`src/rtl/countdown_ctrl.sv`:
```
// rtl/countdown_ctrl.sv - countdown timer control: button debounce, run/pause/done FSM, decrease tick and reload pulse
//
// Ports:
//   clk        global clock
//   rst_p      synchronous reset, active-high
//   btn_start  raw start/pause pushbutton, active-high
//   btn_clear  raw clear pushbutton, active-high
//   count_zero high when every downstream digit is 0
//   decrease   one-cycle tick to the least-significant down-counter digit
//   reload     one-cycle pulse that reloads the digits' initial values
//   running    high while in RUN
//   done       high while in DONE
//   state      current state: 0=IDLE, 1=RUN, 2=PAUSE, 3=DONE
module countdown_ctrl #(
    parameter int TICK_DIV = 100000000,
    parameter int DEB_LEN  = 4
) (
    input  logic       clk,
    input  logic       rst_p,
    input  logic       btn_start,
    input  logic       btn_clear,
    input  logic       count_zero,
    output logic       decrease,
    output logic       reload,
    output logic       running,
    output logic       done,
    output logic [1:0] state
);

    localparam int TW = $clog2(TICK_DIV);
    localparam logic [TW-1:0] TICK_LAST = TW'(TICK_DIV - 1);

    typedef enum logic [1:0] {
        S_IDLE  = 2'd0,
        S_RUN   = 2'd1,
        S_PAUSE = 2'd2,
        S_DONE  = 2'd3
    } state_t;

    state_t             cur;
    logic [TW-1:0]      tick_cnt;
    logic [TW-1:0]      tick_next;
    logic [DEB_LEN-1:0] start_sh;
    logic [DEB_LEN-1:0] clear_sh;
    logic               start_deb_d;
    logic               clear_deb_d;
    logic               start_deb;
    logic               clear_deb;
    logic               start_press;
    logic               clear_press;

    // A button counts as pressed only once it has been high for DEB_LEN
    // consecutive samples; the press pulse fires on the rising edge of that
    // debounced level, so a held button yields a single pulse.
    assign start_deb   = &start_sh;
    assign clear_deb   = &clear_sh;
    assign start_press = start_deb & ~start_deb_d;
    assign clear_press = clear_deb & ~clear_deb_d;

    assign tick_next = (tick_cnt == TICK_LAST) ? '0 : tick_cnt + TW'(1);

    // Gating with count_zero keeps the digit chain from wrapping past zero.
    assign decrease = (cur == S_RUN) && (tick_cnt == TICK_LAST) && !count_zero;

    assign running = (cur == S_RUN);
    assign done    = (cur == S_DONE);
    assign state   = cur;

    always_ff @(posedge clk) begin
        if (rst_p) begin
            cur         <= S_IDLE;
            tick_cnt    <= '0;
            start_sh    <= '0;
            clear_sh    <= '0;
            start_deb_d <= 1'b0;
            clear_deb_d <= 1'b0;
            reload      <= 1'b0;
        end else begin
            start_sh    <= {start_sh[DEB_LEN-2:0], btn_start};
            clear_sh    <= {clear_sh[DEB_LEN-2:0], btn_clear};
            start_deb_d <= start_deb;
            clear_deb_d <= clear_deb;
            reload      <= 1'b0;

            // Clear outranks everything, including a simultaneous start.
            if (clear_press) begin
                cur      <= S_IDLE;
                tick_cnt <= '0;
                reload   <= 1'b1;
            end else begin
                case (cur)
                    S_IDLE: begin
                        tick_cnt <= '0;
                        if (start_press) begin
                            cur <= count_zero ? S_DONE : S_RUN;
                        end
                    end
                    S_RUN: begin
                        if (count_zero) begin
                            cur      <= S_DONE;
                            tick_cnt <= '0;
                        end else begin
                            tick_cnt <= tick_next;
                            if (start_press) begin
                                cur <= S_PAUSE;
                            end
                        end
                    end
                    S_PAUSE: begin
                        // Tick count is held so a resume continues mid-period.
                        if (start_press) begin
                            cur <= S_RUN;
                        end
                    end
                    S_DONE: begin
                        tick_cnt <= '0;
                    end
                    default: begin
                        cur      <= S_IDLE;
                        tick_cnt <= '0;
                    end
                endcase
            end
        end
    end

endmodule

```
`config.mk`:
```
export PLATFORM = sky130hd
export DESIGN_NAME = countdown_ctrl
export DESIGN_NICKNAME = d
export VERILOG_FILES = /design/src/rtl/countdown_ctrl.sv
export SDC_FILE = /design/constraint.sdc
export NUM_CORES = 1
export LEC_CHECK = 0
export CAP_MARGIN = 5
export CORE_UTILIZATION = 59
export DETAILED_ROUTE_END_ITERATION = 8
export HOLD_SLACK_MARGIN = 0.15
export PLACE_DENSITY = 0.78
export SETUP_SLACK_MARGIN = 0.4
export SYNTH_ARGS = -nofsm -noshare
export SYNTH_HDL_FRONTEND = slang
export SYNTH_SLANG_ARGS = --single-unit
```
`constraint.sdc`:
```
create_clock -name clk -period 2.6 [get_ports clk]
set_input_delay 0.52 -clock clk [delete_from_list [all_inputs] [get_ports clk]]
set_output_delay 0.52 -clock clk [all_outputs]
set_load 0.05 [all_outputs]
```
# After elaboration in Yosys (flattened, before gate mapping)
# Cells that the tools add are included.
[word_totals]
ff_bits = 40
out_inout_bits = 6
elab_cells = 40
[op_classes]
mux = 10
bitwise_logic = 4
n_reduce_logical = 11
add_sub_neg = 1
n_eq_ne = 7
[op_table]
columns = ["cell", "count"]
rows = [
  ["$mux 27", 2],
  ["$pmux 27 s2", 1],
  ["$add 27x1->27 const B", 1],
  ["$eq 27x27->1 const B", 1],
  ["$reduce_and 4->1", 3],
  ["$mux 2", 5],
  ["$pmux 2 s3", 1],
  ["$eq 2x2->1 const B", 2],
  ["$ne 2x2->1 const B", 2],
  ["$reduce_or 2->1", 2],
  ["$ne 3x2->1 const B", 1],
  ["$reduce_bool 3->1", 1],
  ["$and 1x1->1", 2],
  ["$eq 2x1->1 const B", 1],
  ["$logic_and 1x1->1", 2],
  ["$logic_not 2->1", 1],
  ["$not 1->1", 2],
  ["$reduce_bool 2->1", 1],
  ["$logic_not 1->1", 1],
  ["$mux 1", 1],
]

# Longest topological paths before layout
[logic_depth]
ltp_word = 5
depth_mapped = 8
depth_no_buf = 7

# Worst setup path after synthesis
# OpenSTA, ideal clock, no wires.
[synth_path]
kind = "reg-to-output"
startpoint = "reg cur[0] (netlist: state[0])"
endpoint = "out decrease"
stages_incl_launch_ff = 4
n_path_buf = 0
t_arrival_ns = 2.489
setup_slack_ns = -0.409
t_required_ns = 2.080
cell_sequence = "dfxtp_1 -> ha_1 -> inv_1 -> nor3_1"
[synth_between]
elab_chain_cells = 3
[synth_rtl]
columns = ["element", "line", "source"]
rows = [
  ["from (decl)", "40", "state_t cur;"],
  ["from (signal assigned)", "95", "cur <= count_zero ? S_DONE : S_RUN;"],
  ["$eq 2x1->1", "n/a", ""],
  ["net running", "25", "output logic running,"],
  ["$logic_and 1x1->1 (2 in a row)", "63", "assign decrease = (cur == S_RUN) && (tick_cnt == TICK_LAST) && !count_zero;"],
  ["to (decl)", "23", "output logic decrease,"],
]
# The timed path passes the listed nets, and every way through them passes these cells.

# Worst setup path after layout
[layout_path]
startpoint = "reg tick_cnt[10]"
endpoint = "out decrease"
[layout_between]
elab_chain_cells = 3
[layout_rtl]
columns = ["element", "line", "source"]
rows = [
  ["from (decl)", "41", "logic [TW-1:0] tick_cnt;"],
  ["from (signal assigned)", "103", "tick_cnt <= tick_next;"],
  ["$eq 27x27->1", "63", ""],
  ["$logic_and 1x1->1 (2 in a row)", "63", ""],
]
# No other way between the ends.

==> flow_metrics.tcl <==
set metrics [dict create \
    status "finished clean" \
    place.gp.congestion 0.926 \
    grt_pass1_vias 1705 \
    drt_iter0_drc 206 \
    drc 0 \
    worst-endpoint-arrival_ps 1970 \
    crit_path_start_kind "register" \
    drt_wl_total_microns 5410 \
    placed_area_sq_mm 0.00236 \
    ir_worst_vdd_mv 0.676 \
    diodes 0 \
    portBuffers 10 \
    die_h_microns 62.1 \
    insertion_delay_ps 380 \
    setup_violations 0 \
    final_max_slew_viol_count 0 \
    yosysWarningCount 0 \
    cts_buffers 5 \
    r2r_slack_ps 430 \
    crit_path_cell_trace "or4b_4 -> nor4_4 -> nand3_2 -> nor3_4 -> buf_12" \
    ys_seq_area_frac 0.376 \
    maxSlewHeadroom 0.558 \
    ioPinCount 11 \
    p_per_area_mw_per_mm2 702 \
    synth_top_flop_cell "dfxtp_1" \
    min_to "reload" \
    reg2regPathDepth 7 \
    cts_setup_buffers 0 \
    wl_per_cell_microns 17.0 \
    rsz0062_at_grt "yes" \
    die_w_microns 62.1 \
    nets 282 \
    worst_hold_slack_ps 451 \
    yosysUniqueCellTypes 44 \
    synth_async_sr_flop_share 0 \
    antenna_found_initial 0 \
    vias_per_cell 6.37 \
    syn_to_final_growth_pct 16.1 \
    antenna_left 0 \
    r2r_end "tick_cnt[22]" \
    grt_start_max_net_pins 26 \
    clkSinkCount 40 \
    num_vias 2025 \
    worst-path-stages 5 \
    hp-class "reg -> reg" \
    dr.pass1.iters 5 \
    htreeDepth 2 \
    crit_path_max_incr_delay_ps 580 \
    fmax_mhz 402 \
    timing.setup.tns_ps 0 \
    clkTransAtPathRegs_ps 140 \
    dp_hpwl_microns 3620 \
    path_buf_inv 1 \
    fin_area_sq_mm 0.00247 \
    tightest_slew_ps 658 \
    drv_cap 0 \
    fillerInstances 252 \
    start_util 0.629 \
    num_rows 21 \
    cts_tree "yes" \
    p_leak_nw 0.854 \
    postSynthAreaPerCell_sq_um 8.42 \
    finalWorstSetupSlack_ps 112 \
    placeableCoreArea_sq_mm 0.00339 \
    finalHoldViolations 0 \
    die-area_sq_mm 0.00386 \
    grt_overflow 0 \
    synth_edf_count 0 \
    min-delay-start "clear_deb_d" \
    syn_inst 253 \
    ys_seq_elements 40 \
    clock_path_buffers 2 \
    crit_path_max_fanout 2 \
    criticalPathCategory "reg -> out" \
    hold_buffers 0 \
    synthesis.nets 264 \
    min_path_cells 1 \
    root_buffer "clkbuf_4" \
    crit_required_ps 2080 \
    crit_family "simple AND/OR/NAND/NOR gates" \
    finClkSkew_ps 16.2 \
    design_power_total_mw 1.74 \
    dp_slack_ps 201 \
    finalCritPeriodShare 0.957 \
    grt_pass1_wl_microns 8310 \
    cp_slowest_cell "or4b_4" \
    grt_usage 0.301 \
    min_period_ps 2490 \
    drive_above_1_share 0.169 \
    rr_startpoint "state[1]" \
    synth_area_sq_mm 0.00213 \
    cp-end-kind "output pin" \
]
## how the worst max path moves through the flow
stage,slack (ps),end,from
3_5_place_dp,200,tick_cnt[22],count_zero
5_1_grt,50,decrease,tick_cnt[10]
3_3_place_gp,260,tick_cnt[22],count_zero
6_report,110,decrease,tick_cnt[10]
4_1_cts,70,decrease,tick_cnt[10]
2_1_floorplan,300,decrease,tick_cnt[10]
## report_power, final
group / switching, mW / internal, mW / total (mW)
registers: 0.0371 / 0.648 / 0.685
clock network: 0.241 / 0.167 / 0.408
logic: 0.410 / 0.236 / 0.646
total: 0.687 / 1.05 / 1.74
## logic make-up (layout without fill, tap and decap cells)
group | count (synthesis) | after routing | share of synthesized area
compound gates | 59 | 59 | 0.177
xor+xnor | 2 | 2 | 0.00822
fa+ha+maj | 6 | 6 | 0.0352
buf+inv | 20 | 39 | 0.0458
flops | 40 | 40 | 0.376
mux | 2 | 2 | 0.00940
simple gates | 124 | 124 | 0.348
## cell usage in the layout, fill, tap and decap left out, types with 4 or more instances in the layout
cell	n
a21o_1	4
clkdlybuf4s50_1	7
and4_1	5
and3_1	7
o21ai_1	7
or4_1	7
ha_1	5
nor2_1	8
nand2_1	23
nor3_1	5
nor4_1	4
nor2b_1	12
nand4_1	12
a21oi_1	13
clkbuf_4	5
a31oi_1	14
nand3_1	19
dfxtp_1	35
inv_1	8
o21ai_0	8
buf_4	11
## sequential cells by signal, summed over array words and instances (netlist names)
name and count:
state 2, start_sh 4, start_deb_d 1, clear_sh 4, reload 1, clear_deb_d 1, tick_cnt 27
## repair_timing
item	in CTS	in global routing
resized for setup	5	12
pin swaps	3	0
endpoints found under the setup margin	4	27
endpoints found under the hold margin	0	0
## through the flow
stage | cells | utilization
floorplan | 253 | -
global placement | 310 | 0.697
detailed placement | 310 | 0.697
CTS | 318 | 0.722
global route | 318 | 0.730
finish | 318 | 0.730
## layout make-up
class	instances	area (sq um)	area share
well taps	46	57.6	0.0233
inverters	10	42.5	0.0172
repair buffers	21	186	0.0753
flip-flops and latches	40	812	0.328
clock buffers	6	62.6	0.0253
clock inverters	2	16.3	0.00657
multi-input cells	193	1300	0.524
## cell usage after synthesis (2+ instances only)
cell / count / area [sq um]
dfxtp_1: 40 / 801
nor3_1: 6 / 30.0
a21o_1: 4 / 30.0
nand3_1: 21 / 105
nor4_1: 5 / 31.3
nor4_4: 2 / 42.5
or3_1: 4 / 25.0
inv_1: 10 / 37.5
mux2i_1: 2 / 20.0
a21oi_2: 2 / 17.5
nand2b_1: 2 / 12.5
o21ai_0: 8 / 40.0
nand4_1: 12 / 75.1
buf_6: 3 / 33.8
nand2_1: 23 / 86.3
nor2_1: 8 / 30.0
a211oi_1: 4 / 30.0
a21oi_1: 13 / 65.1
and4_1: 5 / 43.8
or4_1: 7 / 52.6
and2_1: 2 / 12.5
a31oi_1: 14 / 87.6
ha_1: 6 / 75.1
nor2b_1: 12 / 75.1
clkbuf_1: 7 / 26.3
and3_1: 7 / 43.8
o21ai_1: 7 / 35.0
## metal layers
metal / vias up / wire [microns] / track usage
met4: 0 / 125 / 0.111
met1: 954 / 2420 / 0.415
met2: 68 / 2490 / 0.450
li1: 989 / - / -
met3: 14 / 373 / 0.0828
met5: - / 0 / 0
Power figures use the tool's default switching activity.
